$ cat config.mk
export PLATFORM = sky130hd
export DESIGN_NAME = conv_l1_out_stage
export DESIGN_NICKNAME = d
export VERILOG_FILES = /design/src/rtl/conv_l1_out_stage.sv
export SDC_FILE = /design/constraint.sdc
export NUM_CORES = 1
export LEC_CHECK = 0
export CAP_MARGIN = 20
export CORE_MARGIN = 3
export CORE_UTILIZATION = 28
export DETAILED_ROUTE_END_ITERATION = 10
export GPL_TIMING_DRIVEN = 0
export PLACE_DENSITY_LB_ADDON = 0.12
export SYNTH_ARGS = -nofsm -noshare
export SYNTH_HDL_FRONTEND = slang
export SYNTH_SLANG_ARGS = --single-unit
$ cat constraint.sdc
create_clock -name clk -period 3.05 [get_ports clk]
set_input_delay 0.7625 -clock clk [delete_from_list [all_inputs] [get_ports clk]]
set_output_delay 0.7625 -clock clk [all_outputs]
set_load 0.05 [all_outputs]
$ cat src/rtl/conv_l1_out_stage.sv
// conv_l1_out_stage
//   Output stage for the layer-1 3x3 systolic convolution. It re-times the
//   input-pixel valid/sof flags so that they line up with the conv result
//   stream, and it tracks the (row, col) position of each result. Border
//   results, which come from partial windows, are dropped. Each full-window
//   result is requantized to an unsigned 8-bit activation:
//     bias add -> ReLU -> round half up -> right shift -> saturate.
//   Requantized results are queued in a 4-entry FIFO that feeds the next
//   layer through a valid/ready handshake.
//
//   Optional feature: define CONV_L1_OUT_STATS_EN to add the sat_count output.
//
// Ports
//   clk          in   1   clock, rising edge
//   reset        in   1   asynchronous active-high reset
//   pxl_in_valid in   1   pixel entering the conv stage is valid
//   pxl_in_sof   in   1   with pxl_in_valid: pixel is (0,0) of a frame
//   conv_in      in   16  signed conv result, PIPE_LAT cycles after its pixel
//   bias         in   16  signed bias, held stable for a whole frame
//   out_data     out  8   FIFO head (0 when empty)
//   out_valid    out  1   FIFO not empty
//   out_ready    in   1   consumer takes out_data when out_valid && out_ready
//   frame_done   out  1   pulse after the last result of a frame
//   overflow     out  1   sticky, set when a kept result is dropped on a full FIFO
//   sat_count    out  16  (CONV_L1_OUT_STATS_EN only) kept results clipped to 255
module conv_l1_out_stage #(
   parameter int IMG_W    = 28,
   parameter int IMG_H    = 28,
   parameter int K        = 3,
   parameter int PIPE_LAT = 1,
   parameter int SHIFT    = 4
) (
   input  logic        clk,
   input  logic        reset,
   input  logic        pxl_in_valid,
   input  logic        pxl_in_sof,
   input  logic [15:0] conv_in,
   input  logic [15:0] bias,
   output logic [7:0]  out_data,
   output logic        out_valid,
   input  logic        out_ready,
   output logic        frame_done,
   output logic        overflow
`ifdef CONV_L1_OUT_STATS_EN
   ,
   output logic [15:0] sat_count
`endif
);

   localparam int CW = (IMG_W > 1) ? $clog2(IMG_W) : 1;
   localparam int RW = (IMG_H > 1) ? $clog2(IMG_H) : 1;
   localparam logic [CW-1:0] COL_LAST = CW'(IMG_W - 1);
   localparam logic [RW-1:0] ROW_LAST = RW'(IMG_H - 1);
   localparam logic [CW-1:0] COL_MIN  = CW'(K - 1);
   localparam logic [RW-1:0] ROW_MIN  = RW'(K - 1);
   localparam logic [17:0]   RND      = (SHIFT > 0) ? (18'd1 << ((SHIFT > 0) ? SHIFT - 1 : 0)) : 18'd0;

   // valid/sof delay lines, aligned with conv_in at the tap PIPE_LAT-1
   logic [PIPE_LAT-1:0] valid_sr;
   logic [PIPE_LAT-1:0] sof_sr;
   logic                a_valid;
   logic                a_sof;

   always_ff @(posedge clk or posedge reset) begin
      if (reset) begin
         valid_sr <= '0;
         sof_sr   <= '0;
      end else begin
         valid_sr[0] <= pxl_in_valid;
         sof_sr[0]   <= pxl_in_valid & pxl_in_sof;
         for (int i = 1; i < PIPE_LAT; i++) begin
            valid_sr[i] <= valid_sr[i-1];
            sof_sr[i]   <= sof_sr[i-1];
         end
      end
   end

   assign a_valid = valid_sr[PIPE_LAT-1];
   assign a_sof   = a_valid & sof_sr[PIPE_LAT-1];

   // Position tracking. row_reg/col_reg hold the expected position of the
   // next result. A result that carries sof is (0,0) by definition, whatever
   // the counters say.
   logic [RW-1:0] row_reg, row_next, cur_row;
   logic [CW-1:0] col_reg, col_next, cur_col;
   logic          at_last;
   logic          keep;

   assign cur_row = a_sof ? '0 : row_reg;
   assign cur_col = a_sof ? '0 : col_reg;
   assign at_last = (cur_row == ROW_LAST) && (cur_col == COL_LAST);
   assign keep    = a_valid && (cur_row >= ROW_MIN) && (cur_col >= COL_MIN);

   always_comb begin
      row_next = cur_row;
      col_next = cur_col + CW'(1);
      if (at_last) begin
         row_next = '0;
         col_next = '0;
      end else if (cur_col == COL_LAST) begin
         row_next = cur_row + RW'(1);
         col_next = '0;
      end
   end

   always_ff @(posedge clk or posedge reset) begin
      if (reset) begin
         row_reg <= '0;
         col_reg <= '0;
      end else if (a_valid) begin
         row_reg <= row_next;
         col_reg <= col_next;
      end
   end

   // Requantization. The sum is non-negative whenever the shifted path is
   // used, so the 18-bit logical shift matches an arithmetic one.
   logic [16:0] sum;
   logic [17:0] rounded;
   logic [17:0] shifted;
   logic        sat;
   logic [7:0]  q;

   assign sum     = {conv_in[15], conv_in} + {bias[15], bias};
   assign rounded = {1'b0, sum} + RND;
   assign shifted = rounded >> SHIFT;
   assign sat     = !sum[16] && (shifted > 18'd255);
   assign q       = sum[16] ? 8'd0 : (sat ? 8'd255 : shifted[7:0]);

   // 4-entry FIFO. When the FIFO is full, a pop in the same cycle frees the
   // slot that the push needs.
   logic [7:0] mem [4];
   logic [1:0] wr_ptr_reg;
   logic [1:0] rd_ptr_reg;
   logic [2:0] count_reg;
   logic       pop;
   logic       push;
   logic       drop;

   assign pop  = (count_reg != 3'd0) && out_ready;
   assign push = keep && ((count_reg != 3'd4) || pop);
   assign drop = keep && (count_reg == 3'd4) && !pop;

   always_ff @(posedge clk) begin
      if (push) mem[wr_ptr_reg] <= q;
   end

   always_ff @(posedge clk or posedge reset) begin
      if (reset) begin
         wr_ptr_reg <= '0;
         rd_ptr_reg <= '0;
         count_reg  <= '0;
      end else begin
         if (push) wr_ptr_reg <= wr_ptr_reg + 2'd1;
         if (pop)  rd_ptr_reg <= rd_ptr_reg + 2'd1;
         if (push && !pop)      count_reg <= count_reg + 3'd1;
         else if (pop && !push) count_reg <= count_reg - 3'd1;
      end
   end

   assign out_valid = (count_reg != 3'd0);
   assign out_data  = out_valid ? mem[rd_ptr_reg] : 8'd0;

   logic frame_done_reg;
   logic overflow_reg;

   always_ff @(posedge clk or posedge reset) begin
      if (reset) begin
         frame_done_reg <= 1'b0;
         overflow_reg   <= 1'b0;
      end else begin
         frame_done_reg <= a_valid && at_last;
         overflow_reg   <= overflow_reg | drop;
      end
   end

   assign frame_done = frame_done_reg;
   assign overflow   = overflow_reg;

`ifdef CONV_L1_OUT_STATS_EN
   // Counts every saturated kept result, including results the FIFO drops.
   logic [15:0] sat_reg;
   logic [15:0] sat_base;

   assign sat_base = a_sof ? 16'd0 : sat_reg;

   always_ff @(posedge clk or posedge reset) begin
      if (reset) begin
         sat_reg <= '0;
      end else if (keep && sat && (sat_base != 16'hFFFF)) begin
         sat_reg <= sat_base + 16'd1;
      end else begin
         sat_reg <= sat_base;
      end
   end

   assign sat_count = sat_reg;
`endif

endmodule

# --- Yosys cells after proc, flatten, opt, wreduce, memory -nomap -nowiden ---
# Memories as Yosys holds them, arrays and structs flattened.
# Index checks and enable logic that the tools add are counted.
totals:
  output_inout_bits: 11
  register_bits: 21
  wordCells: 58
  n_memories: 1
  ram_bits: 32
  in_bits: 37
memory_table:
  columns: ["name", "depth", "word_bits", "rd", "rd_ports_with_merged_regs", "write_ports", "line", "rtl"]
  rows:
  - ["mem", 4, 8, 1, 0, 1, "132", "logic [7:0] mem [4];"]
op_classes:
  reduce_logical: 17
  eq_ne: 4
  addsub: 8
  n_lt_le_gt_ge: 3
  n_mux: 13
  bitwise_logic: 3
ops:
  columns: ["op", "count"]
  rows:
  - ["$mux 5", 6]
  - ["$mux 8", 3]
  - ["$add 17x4->18 const B", 1]
  - ["$add 16x16->17", 1]
  - ["$gt 14x8->1 const B", 1]
  - ["$logic_and 1x1->1", 11]
  - ["$add 5x1->5 const B", 2]
  - ["$eq 5x5->1 const B", 2]
  - ["$ge 5x2->1 const B", 2]
  - ["$mux 3", 2]
  - ["$add 2x1->2 const B", 2]
  - ["$add 3x1->3 const B", 1]
  - ["$eq 3x3->1 const B", 1]
  - ["$logic_not 1->1", 3]
  - ["$ne 3x3->1 const B", 1]
  - ["$reduce_bool 3->1", 1]
  - ["$sub 3x1->3 const B", 1]
  - ["$and 1x1->1", 2]
  - ["$mux 1", 2]
  - ["$reduce_bool 2->1", 1]
  - ["$logic_or 1x1->1", 1]
  - ["$or 1x1->1", 1]

# --- Depth between registers and ports, before layout ---
# Gate-level depths: netlist of the first run.
depth:
  depth_word: 10
  depth_mapped: 14
  depth_no_buf: 13

# --- Worst setup path after synthesis of the first run ---
# No wires, ideal clock.
synth_path:
  path_type: "input port to flip-flop"
  startpoint: "input port conv_in[5]"
  endpoint: "memory mem[0][0], data pin"
  t_arrival_ns: 3.142
  setup_time_ns: 0.286
  path_slack_ns: -0.379
  path_buffers: 1
  required_ns: 2.764
  cell_stages: 10
  cell_sequence: "ha_1 > buf_2 > a21o_1 > a311o_1 > o21ai_2 > nor2_1 > or4b_1 > a21bo_1 > a221oi_4 > a21oi_1"
synth_via:
  elab_chain_cells: 6
  elab_cells_between_ends: 7
  cone_classes: "add/sub: 2; order compare: 1; mux: 2; reduce/logical: 2"
synth_lines:
  columns: ["item", "line", "rtl"]
  rows:
  - ["from (decl)", "37", "input logic [15:0] conv_in,"]
  - ["$add 16x16->17 *", "124", "assign sum = {conv_in[15], conv_in} + {bias[15], bias};"]
  - ["$add 17x4->18", "125", "assign rounded = {1'b0, sum} + RND;"]
  - ["$gt 14x8->1", "127", "assign sat = !sum[16] && (shifted > 18'd255);"]
  - ["$logic_and 1x1->1", "127", null]
  - ["$mux 8", "128", "assign q = sum[16] ? 8'd0 : (sat ? 8'd255 : shifted[7:0]);"]
  - ["$mux 8 *", "128", null]
  - ["net q[0]", "122", "logic [7:0] q;"]
  - ["to (decl)", "132", null]
# Mark *: on every way through the listed nets, which the timed path passes. The rest lies on a longest branch.

# --- Final worst setup path of the first run ---
layout_path:
  startpoint: "input port conv_in[4]"
  endpoint: "memory mem[3][0], data pin"
# Same word-level chain as after synthesis.

==> results of run 1 <==
[how the worst max path moves through the flow]
stage / from / to / slack, ns
after global placement: conv_in[2] / mem[0][4]$_DFFE_PP_ / -1.20
after global routing: conv_in[1] / mem[1][0]$_DFFE_PP_ / -0.23
after CTS: bias[1] / mem[3][0]$_DFFE_PP_ / -0.14
final: conv_in[4] / mem[3][0]$_DFFE_PP_ / -0.14
after detailed placement: conv_in[2] / mem[0][6]$_DFFE_PP_ / -1.26
after floorplan: conv_in[7] / mem[0][0]$_DFFE_PP_ / -0.36
[layer usage]
layer  track usage (%)  routed length (µm)  up-vias
li1                  -                   -     1270
met1              14.5                3310     1209
met2              18.8                3440       42
met3              1.83                 247        7
met4              3.36                  95        0
met5                 0                   0        -
[stage by stage]
step	cell area [µm²]	power, mW	setup TNS (ns)	hold WS (ns)
finish	4790	2.86	-4.23	0.484
global route	4790	3.04	-7.03	0.511
CTS	4670	2.86	-4.43	0.485
detailed placement	4150	2.23	-41.13	0.471
global placement	4140	2.22	-40.18	0.466
floorplan	3490	1.88	-11.40	0.447
[power groups by stage]
stage,clock network (mW),logic (mW),registers (mW)
2_1_floorplan,0,0.945,0.937
3_3_place_gp,0,1.26,0.952
3_5_place_dp,0,1.28,0.954
4_1_cts,0.578,1.28,1.01
5_1_grt,0.608,1.40,1.03
6_report,0.563,1.29,1.00
[what timing repair did]
item,in CTS,in global routing
setup endpoints to repair,42,39
endpoints found under the hold margin,0,0
buffers inserted,19,8
pin swaps,34,15
resized for setup,120,21
[placed cells by master, fill, tap and decap left out, types with 3 or more instances in the layout]
master and n:
a21o_1 4, a21oi_1 11, a21oi_2 3, a21oi_4 10, and2_1 18, and3_1 3
buf_2 8, buf_4 24, buf_6 7, clkbuf_16 5, clkdlybuf4s15_1 5, clkdlybuf4s50_1 15
dfrtp_1 19, dlygate4sd2_1 12, edfxtp_1 32, ha_1 14, ha_4 10, inv_1 15
mux2_2 4, mux4_2 8, nand2_1 19, nand3_1 6, nor2_1 11, nor3_1 6
o21ai_0 6, o22ai_1 5, xnor2_1 12, xor2_1 6
[cell type report]
class	instances	area (µm²)	area share (%)
Buffer	3	18.8	0.392
Clock buffer	5	125	2.61
Clock inverter	3	25.0	0.522
Inverter	15	56.3	1.17
Multi-Input combinational cell	222	2250	46.9
Sequential cell	53	1490	31.1
Tap cell	143	179	3.73
Timing Repair Buffer	75	654	13.7
[cell families (layout without fill, tap and decap cells)]
group	Yosys count	after routing	synth area share, %
compound gates	69	69	14.4
mux	13	13	7.00
fa+ha+maj	26	26	9.91
flops	53	53	44.2
simple gates	94	94	16.3
xor+xnor	20	20	5.21
buf+inv	25	101	2.90
[critical path: stages]
cell,delay [ns]
clkdlybuf4s15_1,0.20
ha_4,0.31
and4_1,0.21
o221a_4,0.21
o21ai_4,0.06
buf_4,0.14
and3_2,0.20
or2_2,0.30
a31o_4,0.22
a221oi_4,0.29
buf_12,0.19
a21oi_4,0.08
==> results.toml, run 1 <==
[power]
p_sw_share_pct = 38.6
intPower_mw = 1.75
p_switching_mw = 1.10
seq_power_share_pct = 35.1
p_comb_share_pct = 45.2
power_frac_clock_pct = 19.7
p_leak_nw = 1.83
vdd_drop_max_v = 0.000208
powerDensity_nw_per_um2 = 596

[route]
wire_per_inst_um = 13.7
totalWireLength_um = 7090
dr_total_vias = 2528
vias_per_cell = 4.87
drtPass1Iterations = 4
drtAntennaViolNets = 0
drc = 0
drt_iter0_markers = 57

[worst_hold_path]
min_from = "count_reg[2]$_DFFE_PP0P_"
hold_depth = 1
worst_hold_path.endpoint = "count_reg[2]$_DFFE_PP0P_"
min_path_type = "reg2reg"

[worst_setup_path]
rr_worst_depth = 11
critPathCaptureType = "flip-flop"
r2r_setup_slack_ns = 0.35
r2r-end = "count_reg[1]$_DFFE_PP0P_"
start_kind = "input port"
critical_path_class = "in2reg"
timing.rr.start = "a_valid$_DFF_PP0_"
path_max_fanout = 8
required_ns = 3.05
arrival_ns = 3.19

[synthesis]
yosys_warnings = 0
yosys.cell_types.count = 63
ys.flop_type = "edfxtp_1"
synth_top_cells_by_count = "edfxtp_1 (32), ha_1 (25), a21oi_1 (24), dfrtp_1 (21)"
async_flop_share_pct = 39.6
syn-instance-count = 300
seq_area_frac_synth_pct = 44.2
yosysTopAreaCell = "edfxtp_1"
yosysMostFrequentCell = "edfxtp_1"
netlist.area_leader.share_pct = 28.6
synth_nets = 363
avgSynthCellArea_um2 = 11.2
synthTopCellsByArea = "edfxtp_1 (29%), dfrtp_1 (16%), ha_1 (9.3%)"
ys_ff_latch = 53
netlist_area_um2 = 3360
synth-edff-count = 32

[clocking]
clockBufferDepth = 2
cts_tree = "yes"
cts_buffers = 5
insertion_delay_ns = 0.29
htree_levels = 2
numClockSinks = 53
cts_root_buf = "clkbuf_16"
hold_buffers = 0
clkTransAtPathRegs_ns = 0.07

[timing]
clock_skew_ns = 0.00674
finalSetupViolations = 32
rsz0062_at_grt = "true"
slew_headroom_pct = 42.8
finalCritPeriodShare_pct = 105
worst_slack_ns = -0.140
slew_violations = 0
min_period_ns = 3.19
finalHoldViolations = 0
worst_pin_slew_ns = 0.858
max_freq_ghz = 0.314

[final_layout]
largest_reg_flops = 32
drive_above_1_share_pct = 33.0
syn2layout_area_growth_pct = 42.7
insertedDiodeCount = 0
nFillCells = 1090
utilization_pct = 41.4
final_nets = 438
final_cells = 519

[global_routing]
grt_pass1_vias = 2487
overflow = 0
grt_usage_pct = 11.1
grt_first_pass_wirelength_um = 12000
grt_max_degree = 22
antenna_found_initial = 0

[floorplan]
initial_core_util_pct = 29.0
die-width_um = 116
die_h_um = 116
fp-row-count = 39
pin_count = 48
die-area_um2 = 13300
fp.coreArea_um2 = 11600

[place]
dp_cells = 491
port_buffers = 47
hpwlAfterDp_um = 5090
dp_slack_ns = -1.26
place_congestion = 0.762

[status]
status = "finished with violations"
violations = "setup timing"

[flow_run]
drv_cap = 0
Power figures use the tool's default switching activity.
==> run 2, diff against run 1 <==
--- a/config.mk
+++ b/config.mk
@@ -5,11 +5,12 @@
 export SDC_FILE = /design/constraint.sdc
 export NUM_CORES = 1
 export LEC_CHECK = 0
+export ABC_CLOCK_PERIOD_IN_PS = 3050
 export CAP_MARGIN = 20
-export CORE_MARGIN = 3
 export CORE_UTILIZATION = 28
 export DETAILED_ROUTE_END_ITERATION = 10
 export GPL_TIMING_DRIVEN = 0
+export HOLD_SLACK_MARGIN = 0.05
 export PLACE_DENSITY_LB_ADDON = 0.12
 export SYNTH_ARGS = -nofsm -noshare
 export SYNTH_HDL_FRONTEND = slang
==> results.toml, run 2 (synthesis results as in run 1) <==
[power]
vdd_drop_max_v = 0.000234
powerDensity_nw_per_um2 = 598
p_leak_nw = 1.84
total_power_mw = 2.86

[route]
totalWireLength_um = 6890
wire_per_inst_um = 13.4
drtAntennaViolNets = 0
drc = 6
drtPass1Iterations = 7
dr_total_vias = 2502
vias_per_cell = 4.87
drt_iter0_markers = 80

[worst_setup_path]
start_kind = "input port"
critPathCaptureType = "flip-flop"
arrival_ns = 3.23
path_max_fanout = 8
required_ns = 3.05
r2r_setup_slack_ns = 0.24
critical_path_class = "in2reg"

[clocking]
htree_levels = 2
insertion_delay_ns = 0.29
clockBufferDepth = 2
clkTransAtPathRegs_ns = 0.07
cts_tree = "yes"
numClockSinks = 53
cts_buffers = 5
hold_buffers = 0
cts_root_buf = "clkbuf_16"

[status]
status = "finished with violations"
violations = "DRC, setup timing"

[final_layout]
insertedDiodeCount = 0
final_common_cell = "edfxtp_1"
final_cells = 514
nFillCells = 1114
final_nets = 433
drive_above_1_share_pct = 32.3
utilization_pct = 41.4
largest_reg_flops = 32
final_area_um2 = 4790
final_cell_mix = "edfxtp_1 (32), dfrtp_1 (20), buf_4 (20), and2_1 (18), nand2_1 (17)"
syn2layout_area_growth_pct = 42.5

[global_routing]
grt_usage_pct = 11.8
grt_pass1_vias = 2579
antenna_found_initial = 0
overflow = 0
grt_first_pass_wirelength_um = 11900
grt_max_degree = 22

[place]
dp_cells = 491
port_buffers = 47
dp_slack_ns = -1.25
placed_cell_area_um2 = 4140
place_congestion = 0.707
hpwlAfterDp_um = 5000

[timing]
slew_violations = 0
fin_hold_ws_ns = 0.482
worst_slack_ns = -0.181
worst_pin_slew_ns = 0.860
slew_headroom_pct = 42.6
clock_skew_ns = 0.00527
min_period_ns = 3.23
rsz0062_at_grt = "true"
setup-tns-final_ns = -5.63
finalCritPeriodShare_pct = 106
finalHoldViolations = 0
finalSetupViolations = 32
max_freq_ghz = 0.309

[floorplan]
die-area_um2 = 12400
pin_count = 48
die-width_um = 112
fp.coreArea_um2 = 11600
die_h_um = 112
initial_core_util_pct = 29.0
fp-row-count = 39

[worst_hold_path]
min_path_type = "reg2reg"

[flow_run]
drv_cap = 0
run 2: routing by layer:
layer / share of wire [%] / vias to the layer above / track usage (%)
met4: 1.5 / 0 / 4.05
met3: 3.5 / 5 / 1.52
met1: 46 / 1189 / 14.8
met2: 49 / 49 / 20.8
li1: - / 1259 / -
met5: 0 / - / 0
run 2: final timing paths:
check,endpoint,cells after the start,start
setup / recovery,mem[3][2]$_DFFE_PP_,12,conv_in[1]
hold / removal,count_reg[2]$_DFFE_PP0P_,1,count_reg[2]$_DFFE_PP0P_
setup reg to reg,count_reg[2]$_DFFE_PP0P_,11,sof_sr$_DFF_PP0_
hold reg to reg,count_reg[2]$_DFFE_PP0P_,1,count_reg[2]$_DFFE_PP0P_
max in group asynchronous,rd_ptr_reg[0]$_DFFE_PP0P_,2,reset
min in group asynchronous,col_reg[0]$_DFFE_PP0P_,2,reset
run 2: repair_timing:
item,CTS,global route
gates resized for setup,125,19
endpoints found under the setup margin,43,38
setup buffers,20,2
cloned,0,0
pin swaps,27,11
run 2: final cells by class:
| type | count | area [µm²] | share of cell area, % |
|---|---|---|---|
| plain buffers | 3 | 18.8 | 0.392 |
| clock inverters | 3 | 25.0 | 0.523 |
| multi-input cells | 222 | 2270 | 47.5 |
| clock buffers | 5 | 125 | 2.61 |
| inverters | 15 | 56.3 | 1.18 |
| repair buffers | 70 | 623 | 13.0 |
| well taps | 143 | 179 | 3.74 |
| flip-flops and latches | 53 | 1490 | 31.1 |
run 2: critical path, cell delays in order:
cell      delay (ns)
buf_6           0.10
ha_4            0.16
or3_4           0.42
buf_6           0.13
o221ai_4        0.20
a21oi_2         0.08
or3_4           0.36
nor4_4          0.26
nand4_2         0.16
a221oi_4        0.32
buf_12          0.19
a21oi_4         0.08
run 2: power by group:
part	leakage, nW	total (mW)	switching, mW	internal (mW)
Clock	0.0704	0.560	0.252	0.308
Sequential	0.550	1.00	0.134	0.866
Combinational	1.22	1.30	0.713	0.587
==> run 3, diff against run 2 <==
--- a/config.mk
+++ b/config.mk
@@ -6,8 +6,9 @@
 export NUM_CORES = 1
 export LEC_CHECK = 0
 export ABC_CLOCK_PERIOD_IN_PS = 3050
-export CAP_MARGIN = 20
+export CORE_ASPECT_RATIO = 1.25
 export CORE_UTILIZATION = 28
+export CTS_BUF_LIST = sky130_fd_sc_hd__clkbuf_4 sky130_fd_sc_hd__clkbuf_8
 export DETAILED_ROUTE_END_ITERATION = 10
 export GPL_TIMING_DRIVEN = 0
 export HOLD_SLACK_MARGIN = 0.05
==> results.toml, run 3 (synthesis results as in run 1) <==
[place]
dp_slack_ns = -1.23
place_congestion = 0.720
port_buffers = 47
hpwlAfterDp_um = 5110

[timing]
rsz0062_at_grt = "true"
worst_slack_ns = -0.263
fin_hold_ws_ns = 0.490
min_period_ns = 3.31
slew_headroom_pct = 41.5
finalSetupViolations = 32
finalHoldViolations = 0
max_freq_ghz = 0.302
finalCritPeriodShare_pct = 109
clock_skew_ns = 0.00634
slew_violations = 0
worst_pin_slew_ns = 0.877

[route]
maxUsedRoutingLayer = "met4"
wire_per_inst_um = 13.5
wl_met3_um = 191
drt_iter0_markers = 75
wl_met1_um = 3180
drtAntennaViolNets = 0
vias_per_cell = 4.75
dr_total_vias = 2552
wl_met2_um = 3840
drtPass1Iterations = 4
totalWireLength_um = 7280
drc = 0

[final_layout]
final_common_cell = "edfxtp_1"
drive_above_1_share_pct = 31.1
final_nets = 438
insertedDiodeCount = 0
final_cell_mix = "edfxtp_1 (32), buf_4 (22), dfrtp_1 (20), nand2_1 (18)"
syn2layout_area_growth_pct = 43.8
largest_reg_flops = 32

[floorplan]
die_h_um = 124
pin_count = 48
die-area_um2 = 12400
fp-row-count = 44
fp.coreArea_um2 = 11700
die-width_um = 100
initial_core_util_pct = 28.8

[clocking]
clkTransAtPathRegs_ns = 0.09
htree_levels = 2
cts_tree = "yes"
cts_buffers = 5
cts_root_buf = "clkbuf_8"
clockBufferDepth = 2
hold_buffers = 0
numClockSinks = 53
insertion_delay_ns = 0.31

[global_routing]
grt_usage_pct = 12.0
overflow = 0
grt_pass1_vias = 2499
grt_max_degree = 22
grt_first_pass_wirelength_um = 11900
antenna_found_initial = 0

[worst_setup_path]
critPathCaptureType = "flip-flop"
required_ns = 3.08
arrival_ns = 3.34
path_max_fanout = 8
critical_path_class = "in2reg"
r2r_setup_slack_ns = 0.20
rr_worst_depth = 14
start_kind = "input port"

[status]
violations = "setup timing"
status = "finished with violations"

[power]
total_power_mw = 2.79
p_leak_nw = 1.89
vdd_drop_max_v = 0.000252
powerDensity_nw_per_um2 = 578

[flow_run]
drv_cap = 0

[worst_hold_path]
min_path_type = "reg2reg"
hold_depth = 1
==> run 3: cell types whose count changed in the layout (fill, tap and decap cells not counted), moves of 4 or more <==
cell            before  now
buf_2               10    1
clkbuf_16            5    0
clkbuf_2             0    5
clkbuf_8             0    5
dlymetal6s2s_1       6   10
==> run 3: path summary, 6_finish.rpt <==
| kind | start | to |
|---|---|---|
| max | bias[11] | mem[3][4]$_DFFE_PP_ |
| min | count_reg[2]$_DFFE_PP0P_ | count_reg[2]$_DFFE_PP0P_ |
| max reg2reg | sof_sr$_DFF_PP0_ | count_reg[2]$_DFFE_PP0P_ |
| min reg2reg | count_reg[2]$_DFFE_PP0P_ | count_reg[2]$_DFFE_PP0P_ |
| max in group asynchronous | reset | rd_ptr_reg[0]$_DFFE_PP0P_ |
| min in group asynchronous | reset | col_reg[3]$_DFFE_PP0P_ |
==> run 3: per-layer routing <==
metal / vias up / GRT usage, %
met4: 0 / 4.60
met1: 1231 / 14.6
met2: 41 / 21.3
met3: 4 / 1.57
met5: - / 0
li1: 1276 / -
==> run 3: critical path, cell delays in order <==
cell,delay (ns)
clkdlybuf4s50_1,0.41
ha_2,0.40
and4_1,0.26
o21ai_4,0.08
buf_4,0.14
and3_2,0.20
or2_2,0.31
a31o_4,0.22
a221oi_4,0.29
buf_12,0.20
a21oi_4,0.08
==> run 3: what timing repair did <==
| item | 4_1_cts | 5_1_grt |
|---|---|---|
| setup buffers | 6 | 20 |
| gates resized for setup | 63 | 58 |
| pin swaps | 23 | 35 |
| endpoints found under the setup margin | 66 | 35 |
==> run 3: stage by stage <==
step | std cells | setup TNS [ns] | area (µm²) | util [%]
CTS | 520 | -14.05 | 4530 | 38.9
detailed placement | 508 | -41.24 | 4160 | 35.6
global placement | 508 | -40.68 | 4160 | 35.6
floorplan | 300 | -11.40 | 3490 | -
finish | 537 | -8.22 | 4830 | 41.4
global route | 537 | -11.97 | 4830 | 41.4
==> run 3: area by class of cell <==
| class | instances | area (µm²) |
|---|---|---|
| Clock buffer | 6 | 76.3 |
| Timing Repair Buffer | 73 | 696 |
| Sequential cell | 53 | 1490 |
| Buffer | 5 | 28.8 |
| Multi-Input combinational cell | 222 | 2240 |
| Fill cell | 1172 | 6840 |
| Clock inverter | 2 | 38.8 |
| Inverter | 15 | 56.3 |
| Tap cell | 161 | 201 |
==> run 3: power by group <==
group | total, mW | switching (mW) | leakage (nW) | internal, mW
registers | 0.981 | 0.116 | 0.550 | 0.865
clock network | 0.490 | 0.235 | 0.0588 | 0.256
logic | 1.32 | 0.746 | 1.28 | 0.575
